`src/rtl/ctrl_pkg.sv`:
```
// Shared types for the multi-cycle controller: instruction type field encodings
// and the sequencer state encoding.
package ctrl_pkg;

  localparam logic [1:0] TYPE_REG = 2'b00;
  localparam logic [1:0] TYPE_IMM = 2'b01;
  localparam logic [1:0] TYPE_MEM = 2'b10;
  localparam logic [1:0] TYPE_BR  = 2'b11;

  typedef enum logic [1:0] {
    IT_REG = TYPE_REG,
    IT_IMM = TYPE_IMM,
    IT_MEM = TYPE_MEM,
    IT_BR  = TYPE_BR
  } instr_type_e;

  typedef enum logic [1:0] {
    ST_IDLE = 2'b00,
    ST_EXEC = 2'b01,
    ST_MEM  = 2'b10,
    ST_WB   = 2'b11
  } ctrl_state_e;

endpackage

```
`src/rtl/multicycle_controller.sv`:
```
// Multi-cycle instruction sequencer: latches one opcode per handshake and walks it
// through EXEC / MEM / WB, with memory timeout, illegal-branch trap and retire count.
module multicycle_controller
  import ctrl_pkg::*;
#(
  parameter int OPC_W    = 6,
  parameter int ALU_OP_W = 4,
  parameter int BR_OPS   = 4,
  parameter int MEM_TMO  = 15,
  parameter int CNT_W    = 16
) (
  input  logic                clk,
  input  logic                rst,
  input  logic                instr_valid,
  output logic                instr_ready,
  input  logic [OPC_W-1:0]    instruction,
  input  logic                mem_ack,
  output logic [ALU_OP_W-1:0] alu_op,
  output logic                sel_alu_reg,
  output logic                sel_alu_const,
  output logic                mem_req,
  output logic                mem_we,
  output logic                reg_write,
  output logic                pc_write,
  output logic                illegal,
  output logic                mem_timeout,
  output logic [CNT_W-1:0]    retired
);

  localparam int SUB_W = OPC_W - 2;
  localparam int TMO_W = $clog2(MEM_TMO + 1);

  generate
    if (ALU_OP_W < SUB_W) begin : g_bad_alu_w
      $error("ALU_OP_W must be >= OPC_W-2");
    end
  endgenerate

  ctrl_state_e      state_q, state_d;
  logic [OPC_W-1:0] ir_q, ir_d;
  logic [TMO_W-1:0] tmo_cnt_q, tmo_cnt_d;
  logic [CNT_W-1:0] retired_q, retired_d;
  logic             store_done_q, store_done_d;
  logic             tmo_pulse_q, tmo_pulse_d;

  instr_type_e      ir_type_s;
  logic [SUB_W-1:0] ir_sub_s;
  logic             br_legal_s;

  assign ir_type_s  = instr_type_e'(ir_q[OPC_W-1:OPC_W-2]);
  assign ir_sub_s   = ir_q[SUB_W-1:0];
  assign br_legal_s = (int'(ir_sub_s) < BR_OPS);

  // State, instruction register, timeout counter and retire counter.
  always_ff @(posedge clk) begin
    if (rst) begin
      state_q      <= ST_IDLE;
      ir_q         <= {OPC_W{1'b0}};
      tmo_cnt_q    <= {TMO_W{1'b0}};
      retired_q    <= {CNT_W{1'b0}};
      store_done_q <= 1'b0;
      tmo_pulse_q  <= 1'b0;
    end else begin
      state_q      <= state_d;
      ir_q         <= ir_d;
      tmo_cnt_q    <= tmo_cnt_d;
      retired_q    <= retired_d;
      store_done_q <= store_done_d;
      tmo_pulse_q  <= tmo_pulse_d;
    end
  end

  // Next-state sequencing.
  always_comb begin
    state_d      = state_q;
    ir_d         = ir_q;
    tmo_cnt_d    = tmo_cnt_q;
    retired_d    = retired_q;
    store_done_d = 1'b0;
    tmo_pulse_d  = 1'b0;
    case (state_q)
      ST_IDLE: begin
        if (instr_valid) begin
          ir_d    = instruction;
          state_d = ST_EXEC;
        end else begin
          state_d = ST_IDLE;
        end
      end
      ST_EXEC: begin
        case (ir_type_s)
          IT_REG:  state_d = ST_WB;
          IT_IMM:  state_d = ST_WB;
          IT_MEM:  state_d = ST_MEM;
          IT_BR: begin
            state_d = ST_IDLE;
            if (br_legal_s) begin
              retired_d = retired_q + CNT_W'(1);
            end else begin
              retired_d = retired_q;
            end
          end
          default: state_d = ST_IDLE;
        endcase
      end
      ST_MEM: begin
        // An ack on the final allowed cycle takes priority over the timeout.
        if (mem_ack) begin
          tmo_cnt_d = {TMO_W{1'b0}};
          if (ir_q[0]) begin
            store_done_d = 1'b1;
            retired_d    = retired_q + CNT_W'(1);
            state_d      = ST_IDLE;
          end else begin
            state_d = ST_WB;
          end
        end else if (tmo_cnt_q == TMO_W'(MEM_TMO - 1)) begin
          tmo_cnt_d   = {TMO_W{1'b0}};
          tmo_pulse_d = 1'b1;
          state_d     = ST_IDLE;
        end else begin
          tmo_cnt_d = tmo_cnt_q + TMO_W'(1);
        end
      end
      ST_WB: begin
        retired_d = retired_q + CNT_W'(1);
        state_d   = ST_IDLE;
      end
      default: state_d = ST_IDLE;
    endcase
  end

  // Moore output decode from registered state, IR and completion pulses.
  always_comb begin
    instr_ready   = 1'b0;
    alu_op        = {ALU_OP_W{1'b0}};
    sel_alu_reg   = 1'b0;
    sel_alu_const = 1'b0;
    mem_req       = 1'b0;
    mem_we        = 1'b0;
    reg_write     = 1'b0;
    pc_write      = store_done_q;
    illegal       = 1'b0;
    case (state_q)
      ST_IDLE: instr_ready = 1'b1;
      ST_EXEC: begin
        alu_op = ALU_OP_W'(ir_sub_s);
        case (ir_type_s)
          IT_REG:  sel_alu_reg   = 1'b1;
          IT_IMM:  sel_alu_const = 1'b1;
          IT_MEM:  sel_alu_const = 1'b1;
          IT_BR: begin
            if (br_legal_s) begin
              pc_write = 1'b1;
            end else begin
              illegal = 1'b1;
            end
          end
          default: sel_alu_reg = 1'b0;
        endcase
      end
      ST_MEM: begin
        mem_req = 1'b1;
        mem_we  = ir_q[0];
      end
      ST_WB: begin
        reg_write = 1'b1;
        pc_write  = 1'b1;
      end
      default: instr_ready = 1'b0;
    endcase
  end

  assign mem_timeout = tmo_pulse_q;
  assign retired     = retired_q;

endmodule
```
`config.mk`:
```
export PLATFORM = sky130hd
export DESIGN_NAME = multicycle_controller
export DESIGN_NICKNAME = d
export VERILOG_FILES = /design/src/rtl/ctrl_pkg.sv /design/src/rtl/multicycle_controller.sv
export SDC_FILE = /design/constraint.sdc
export NUM_CORES = 1
export LEC_CHECK = 0
export ABC_AREA = 1
export CAP_MARGIN = 20
export CORE_MARGIN = 2
export CORE_UTILIZATION = 43
export DETAILED_ROUTE_END_ITERATION = 6
export PLACE_DENSITY = 0.75
export SLEW_MARGIN = 20
export SYNTH_ARGS = -nofsm -noshare
export SYNTH_HDL_FRONTEND = slang
export SYNTH_SLANG_ARGS = --single-unit
export TNS_END_PERCENT = 5
```
`constraint.sdc`:
```
create_clock -name clk -period 1.31 [get_ports clk]
set_input_delay 0.393 -clock clk [delete_from_list [all_inputs] [get_ports clk]]
set_output_delay 0.393 -clock clk [all_outputs]
set_load 0.01 [all_outputs]
```
==> results.md, run 1 <==
* GPL Wtd Cong at between 0.8 and 0.9
* Clock Power Share at 32.5%
* Peak supply drop at between 0.7 and 0.8 mV
* Initial core utilization at around 45%
* Cell type with the highest aggregate area in the netlist: sky130_fd_sc_hd__dfxtp_1
* Setup Slack @ Placement at -455 ps
* IO Port Bufs at 38
* Number of violations reported at the end of detailed-routing iteration 0 at between 50 and 60
* Worst path max stage delay at roughly 410 ps
* Switching component of the power at between 0.6 and 0.7 mW
* Most repeated cell in the gate-level netlist after synthesis: sky130_fd_sc_hd__nand2_1
* Max-slew violation total from the final report at 0
* Worst Tran Pin Value at roughly 230 ps
* Combinational Power Share at between 20% and 30%
* Chip Width at ~63 µm
* Part of the Yosys area used for sequential elements at 39.6%
* Fraction of registers with async set/reset at 0%
* # diodes at 0
* Largest delay share family, worst path: flip-flops
* Total wire length after detailed routing at between 3 and 4 mm
* Min-Delay Endpoint: ir_q[1]
* Final setup viols at 28
* Max-capacitance violation count at 0
* CTS Hold Buffers Added at 0
* Slowest stage cell on the critical path: sky130_fd_sc_hd__dfxtp_4
* Reg-to-reg endpoint: retired[7]
* Sequential fraction of design power at between 40% and 50%
* Number of H-tree levels at 2
* Worst Setup Start Kind: register
* Number of cells produced by synthesis at roughly 230
* Total global routing track utilization at around a fifth
* Count of state elements after synthesis at 30
* Final hold violations at 0
* Design area at between 2000 and 2500 µm²
* Number of global-route vias before repair at about 1600
* Number of cell rows at 21
* Setup CP Type: register to output port
* Global-route met3 utilization at 5.00%
* Vias per cell at between 4 and 5
* Number of distinct standard cells referenced by the synthesized netlist at 22
* Critical Path AT at ~1300 ps
* Result of the run: complete, but fails checks
* Number of warnings issued by yosys at 0
* Fraction of layout cells with a size suffix above 1 at between 30% and 40%
* Area growth from synthesis to layout at 54.2%
* Total number of clock tree sinks at 30
* Critical path capture point type: output port
* Global routing met1 resource utilization at around 22%
* Maximum number of pins on one net before global-route repair at 14
* Switching share of total power at between 20% and 30%
* Final setup slack of the worst path at -330 ps
* Cell count after placement at roughly 350
* P per Cell Area at about 950 nW/µm²
* Unrepaired setup endpoints after global routing: yes
* Max Buffers Root-to-Sink at 2
* Worst setup slack for register-to-register paths at -180 ps
* CP cell instances: inv_2, nor2_4, nand2_2, nor2_2, buf_2
* Buffers & Inverters on Critical Path at 2
* Synth top cells by count: 53 x sky130_fd_sc_hd__nand2_1, 46 x sky130_fd_sc_hd__nor2_1, 30 x sky130_fd_sc_hd__dfxtp_1, 29 x sky130_fd_sc_hd__inv_1, 19 x sky130_fd_sc_hd__a21oi_1
* Tcrit/Tclk final at 125%
* Antenna-violating nets left at 0
* Number of remaining DRC errors at 0
* Clock tree from TritonCTS: yes
* Area of the die at 4020 µm²
* I/O pins at 39
* Depth of the worst register-to-register path at 10
* Placed Instance Area at ~2300 µm²
* Met2 usage in global routing at between 30% and 40%
* Worst hold start: ir_q[1]
* Int Pwr at about 1.6 mW
* First-pass DRT Iterations at 4
* Global-route wire length before repair at 6.49 mm
* Clock buffers created by TritonCTS at 5
* Avg Inst Size Synth at ~6.5 µm²
* Detailed-placement wirelength estimate at 2.74 mm
* Total grt overflow at 0
* Leakage component of the power at ~1.1 nW
* Most crowded layer after global routing: met2
* Critical Path RT at 920 ps
* Shortest period the worst path allows at 1640 ps
* Min-Delay Path Depth at 2
* Crit-path max FO at 6
* Initial antenna violation count at 0
* Detail-routed net length per standard cell at 10.5 µm
* Fill cells at slightly above 300
* Max Fclk at a little over 600 MHz
* Clock-pin slew reported for the worst setup and hold paths after clock tree synthesis at approximately 100 ps
* Die height at between 60 and 70 µm
* Launching point of the worst reg2reg path: ir_q[5]
* Syn_nets at approximately 250
* Violated checks: setup timing
* Floorplan core area at ~3400 µm²
* Cell types with the largest area share after synthesis: sky130_fd_sc_hd__dfxtp_1 40%, sky130_fd_sc_hd__nand2_1 13%, sky130_fd_sc_hd__nor2_1 11%
* Clock latency of the later-clocked register in the worst-skew pair at ~330 ps
* Final cell count without fillers at between 300 and 400
* Number of flops mapped to enable cells by yosys at 0
* Synth top area share at 39.6%
* Number of nets at the end of the flow at 333
* Total standard cell area after synthesis at roughly 1500 µm²
* Headroom to the max-slew limit at a little over four fifths
* Aggregate negative setup slack at -4700 ps
* Total number of vias at between 1500 and 2000
* Primary flip-flop cell chosen by synthesis mapping: sky130_fd_sc_hd__dfxtp_1
* CTS root buffer: sky130_fd_sc_hd__clkbuf_4
* Fin Clk Skew at around 6.7 ps
* Class of the worst hold path: register to register
cell type report:
class	instances	area, µm²	share of cell area (%)
Clock buffer	5	37.5	1.60
Clock inverter	3	40.0	1.71
Inverter	31	119	5.08
Multi-Input combinational cell	166	850	36.3
Sequential cell	30	629	26.9
Tap cell	46	57.6	2.46
Timing Repair Buffer	83	608	26.0
worst max-delay path by stage:
stage,to,slack (ps),cells past startpoint,from
after detailed placement,retired[10],-450,9,mem_ack
after global placement,retired[10],-420,9,mem_ack
after CTS,illegal,-320,5,state_q[0]
after floorplan,retired[12],3,8,retired[1]
after global routing,illegal,-400,5,state_q[0]
final,illegal,-330,5,state_q[0]
registers in the layout (all words and copies together) (netlist names):
name / cells
mem_timeout: 1
ir_q: 6
retired: 16
tmo_cnt_q: 4
store_done_q: 1
state_q: 2
metal layers:
metal,vias to the layer above,wire (µm)
met3,13,166
li1,907,-
met1,763,1640
met2,51,1920
met5,-,0
met4,0,101
stage by stage:
step | utilization [%] | power (mW) | hold slack (ps)
2_1_floorplan | - | 1.22 | 430
3_3_place_gp | 67.2 | 1.46 | 437
3_5_place_dp | 67.2 | 1.47 | 441
4_1_cts | 70.7 | 2.21 | 455
5_1_grt | 69.6 | 2.34 | 503
6_report | 69.6 | 2.22 | 456
power by group through the flow:
stage	registers (mW)	clock network (mW)	logic, mW
5_1_grt	1.01	0.778	0.558
6_report	1.00	0.722	0.498
2_1_floorplan	1.01	0	0.211
3_5_place_dp	1.01	0	0.461
3_3_place_gp	1.01	0	0.453
4_1_cts	0.997	0.743	0.472
cells by family after synthesis:
| family | after synthesis | share of synthesized area [%] |
|---|---|---|
| AND/OR/NAND/NOR | 124 | 33.2 |
| buffers and inverters | 36 | 9.32 |
| AO/OA/AOI/OAI | 35 | 12.4 |
| flip-flops | 30 | 39.6 |
| adder cells (fa/ha/maj) | 6 | 4.95 |
| XOR/XNOR | 1 | 0.577 |
what timing repair did:
| action | in CTS | in global routing |
|---|---|---|
| cloned | 0 | 1 |
| setup buffers | 0 | 1 |
| pin swaps | 1 | 3 |
| setup endpoints to repair | 48 | 53 |
| gates resized for setup | 111 | 41 |
worst reg2reg max path, delay by kind of cell, from the launching register on:
family | cells | cell delay [ps]
and+or+nand+nor | 7 | 580
DFF | 1 | 360
buffers and inverters | 2 | 310
adders and majority gates | 1 | 160
cell usage in the layout (no fill, tap or decap), types with 3 or more instances in the layout:
cell,count
sky130_fd_sc_hd__clkbuf_2,3
sky130_fd_sc_hd__nand3_1,17
sky130_fd_sc_hd__clkdlybuf4s15_2,4
sky130_fd_sc_hd__dfxtp_2,17
sky130_fd_sc_hd__o21ai_0,7
sky130_fd_sc_hd__dfxtp_1,11
sky130_fd_sc_hd__clkbuf_4,5
sky130_fd_sc_hd__a21oi_1,18
sky130_fd_sc_hd__buf_4,44
sky130_fd_sc_hd__inv_1,26
sky130_fd_sc_hd__buf_2,21
sky130_fd_sc_hd__ha_1,4
sky130_fd_sc_hd__inv_2,4
sky130_fd_sc_hd__nor2_4,3
sky130_fd_sc_hd__nor2_2,4
sky130_fd_sc_hd__nand4_1,3
sky130_fd_sc_hd__nand2_1,50
sky130_fd_sc_hd__nor2_1,41
sky130_fd_sc_hd__clkdlybuf4s50_1,9
sky130_fd_sc_hd__o21ai_1,3
No activity file was read; power rests on OpenSTA's default activity.
==> run 2: changes to the inputs <==
--- a/config.mk
+++ b/config.mk
@@ -7,7 +7,6 @@
 export LEC_CHECK = 0
 export ABC_AREA = 1
 export CAP_MARGIN = 20
-export CORE_MARGIN = 2
 export CORE_UTILIZATION = 43
 export DETAILED_ROUTE_END_ITERATION = 6
 export PLACE_DENSITY = 0.75
==> run 2 against run 1 <==
Effect of this change:
- the run still ends with setup timing left
- clock power shrank 2%
- sequential share of layout area grew 0.50 points
- flip-flop and latch count is the same
- power shrank 0.23%
- utilization shrank 0.86 points
- largest power group unchanged
==> results.md, run 2 (same netlist as run 1, synthesis figures left out) <==
* Clock tree from TritonCTS: yes
* P per Cell Area at around 960 nW/µm²
* Fraction of layout cells with a size suffix above 1 at between 30% and 40%
* Worst setup slack for register-to-register paths at -160 ps
* Antenna-violating nets left at 0
* Seq. cell area at 633 µm²
* CP cell instances: inv_2, ha_4, inv_2, nor2_1, buf_2
* Max-slew violation total from the final report at 0
* Leading cell types in the layout, fill and taps excluded: 51 x sky130_fd_sc_hd__nand2_1, 42 x sky130_fd_sc_hd__nor2_1, 41 x sky130_fd_sc_hd__buf_4
* Max Fclk at between 600 and 700 MHz
* Total global routing track utilization at 23.8%
* Class of the worst hold path: register to register
* Final setup viols at 29
* CTS root buffer: sky130_fd_sc_hd__clkbuf_4
* Worst path max stage delay at 370 ps
* Min-Delay Path Depth at 2
* Top layer reached by signal wires: met4
* Buffers & Inverters on Critical Path at 3
* Number of remaining DRC errors at 0
* Clock latency of the later-clocked register in the worst-skew pair at between 300 and 400 ps
* Worst Setup Start Kind: register
* Chip Width at a little over 60 µm
* CP startpoint: ir_q[4]
* Leakage component of the power at between 1 and 1.5 nW
* Multi-input logic area at 846 µm²
* Worst setup endpoint: sel_alu_const
* Area of the die at approximately 3800 µm²
* Max Buffers Root-to-Sink at 2
* First-pass DRT Iterations at 4
* Clock-pin slew reported for the worst setup and hold paths after clock tree synthesis at ~90 ps
* Number of nets at the end of the flow at ~330
* Critical Path RT at 920 ps
* Fin Clk Skew at slightly above 7 ps
* # diodes at 0
* Final hold violations at 0
* Met2 WL at about 2.1 mm
* Detailed-placement wirelength estimate at 2.67 mm
* Vias per cell at a little under 5
* Unrepaired setup endpoints after global routing: yes
* Launching point of the worst reg2reg path: ir_q[5]
* Routed wl met3 at 196 µm
* Number of global-route vias before repair at roughly 1600
* I/O pins at 39
* Critical path capture point type: output port
* Worst Tran Pin Value at between 300 and 400 ps
* CTS Hold Buffers Added at 0
* IO Port Bufs at 38
* Initial antenna violation count at 0
* Max reg flops at 16
* Headroom to the max-slew limit at between 70% and 80%
* Reg-to-reg endpoint: retired[8]
* Slowest stage cell on the critical path: sky130_fd_sc_hd__dfxtp_2
* Cell depth of the worst setup path at 5
* Peak supply drop at 0.668 mV
* Total grt overflow at 0
* Crit-path max FO at 2
* Shortest period the worst path allows at 1640 ps
* Total wire length after detailed routing at between 3 and 4 mm
* Number of H-tree levels at 2
* Number of cell rows at 21
* GPL Wtd Cong at 0.825
* Area growth from synthesis to layout at 52.3%
* Setup Slack @ Placement at -446 ps
* Violated checks: setup timing
* Max-capacitance violation count at 0
* Floorplan core area at 3360 µm²
* Clock buffers created by TritonCTS at 5
* Die height at between 60 and 70 µm
* Depth of the worst register-to-register path at 11
* Maximum number of pins on one net before global-route repair at 14
* Fill cells at about 310
* CP most frequent cell: sky130_fd_sc_hd__inv_2
* Wire length on met1 at 1.68 mm
* Critical Path AT at 1250 ps
* Detail-routed net length per standard cell at roughly 11 µm
* Largest delay share family, worst path: flip-flops
* Number of violations reported at the end of detailed-routing iteration 0 at between 100 and 150
* Global-route wire length before repair at around 6.5 mm
* Final setup slack of the worst path at -328 ps
* Setup CP Type: register to output port
* Total number of vias at between 1500 and 2000
* Result of the run: complete, but fails checks
* Total number of clock tree sinks at 30
* Cell count after placement at ~350
* Final cell count without fillers at between 300 and 400
* Tcrit/Tclk final at 125%
* Initial core utilization at around 45%
* Most common cell after layout, fill and taps aside: sky130_fd_sc_hd__nand2_1
-- run 2: changes by cell type in the layout (fill, tap and decap cells not counted), sizes merged --
cell           before  now
buf                67   70
clkdlybuf4s15       4    1
clkinv              2    0
bufinv              1    0
clkbuf              8    9
-- run 2: area by class of cell --
cell class	instances	share of cell area [%]
flip-flops and latches	30	27.4
repair buffers	81	25.0
well taps	46	2.49
multi-input cells	166	36.6
inverters	31	5.14
clock buffers	8	3.41
-- run 2: repair_timing --
item,in CTS,in global routing
gates resized for setup,130,26
setup endpoints to repair,49,48
pin swaps,3,3
buffers inserted,2,0
gates cloned,0,0
-- run 2: tightest hold or removal path: stages, from the launching register on --
cell and delay (ps):
sky130_fd_sc_hd__dfxtp_1 310, sky130_fd_sc_hd__inv_1 60, sky130_fd_sc_hd__a21oi_1 50
-- run 2: worst min path at each step --
stage	startpoint	endpoint
global placement	ir_q[1]	ir_q[1]
floorplan	ir_q[1]	ir_q[1]
detailed placement	ir_q[1]	ir_q[1]
global route	ir_q[1]	ir_q[1]
CTS	ir_q[1]	ir_q[1]
finish	ir_q[1]	ir_q[1]
-- run 2: where the power goes --
| part | switching [mW] | internal, mW | total, mW | leakage [nW] |
|---|---|---|---|---|
| clock network | 0.340 | 0.366 | 0.706 | 0.0446 |
| logic | 0.263 | 0.248 | 0.510 | 0.811 |
| registers | 0.0406 | 0.960 | 1.00 | 0.254 |
-- run 2: per-stage QoR --
step	hold slack [ps]	setup TNS [ps]	util (%)	instance area (µm²)	power (mW)
6_report	457	-4480	68.8	2310	2.22
5_1_grt	506	-7780	68.8	2310	2.34
4_1_cts	455	-4380	69.0	2320	2.19
3_5_place_dp	441	-12160	66.8	2250	1.47
3_3_place_gp	437	-11500	66.8	2250	1.46
2_1_floorplan	430	0	-	1530	1.22
-- run 2: per-layer routing --
layer  vias to the layer above  GRT usage, %
met4                         0          9.21
li1                        907             -
met1                       794          26.2
met3                         6          8.40
met5                         -             0
met2                        42          41.9
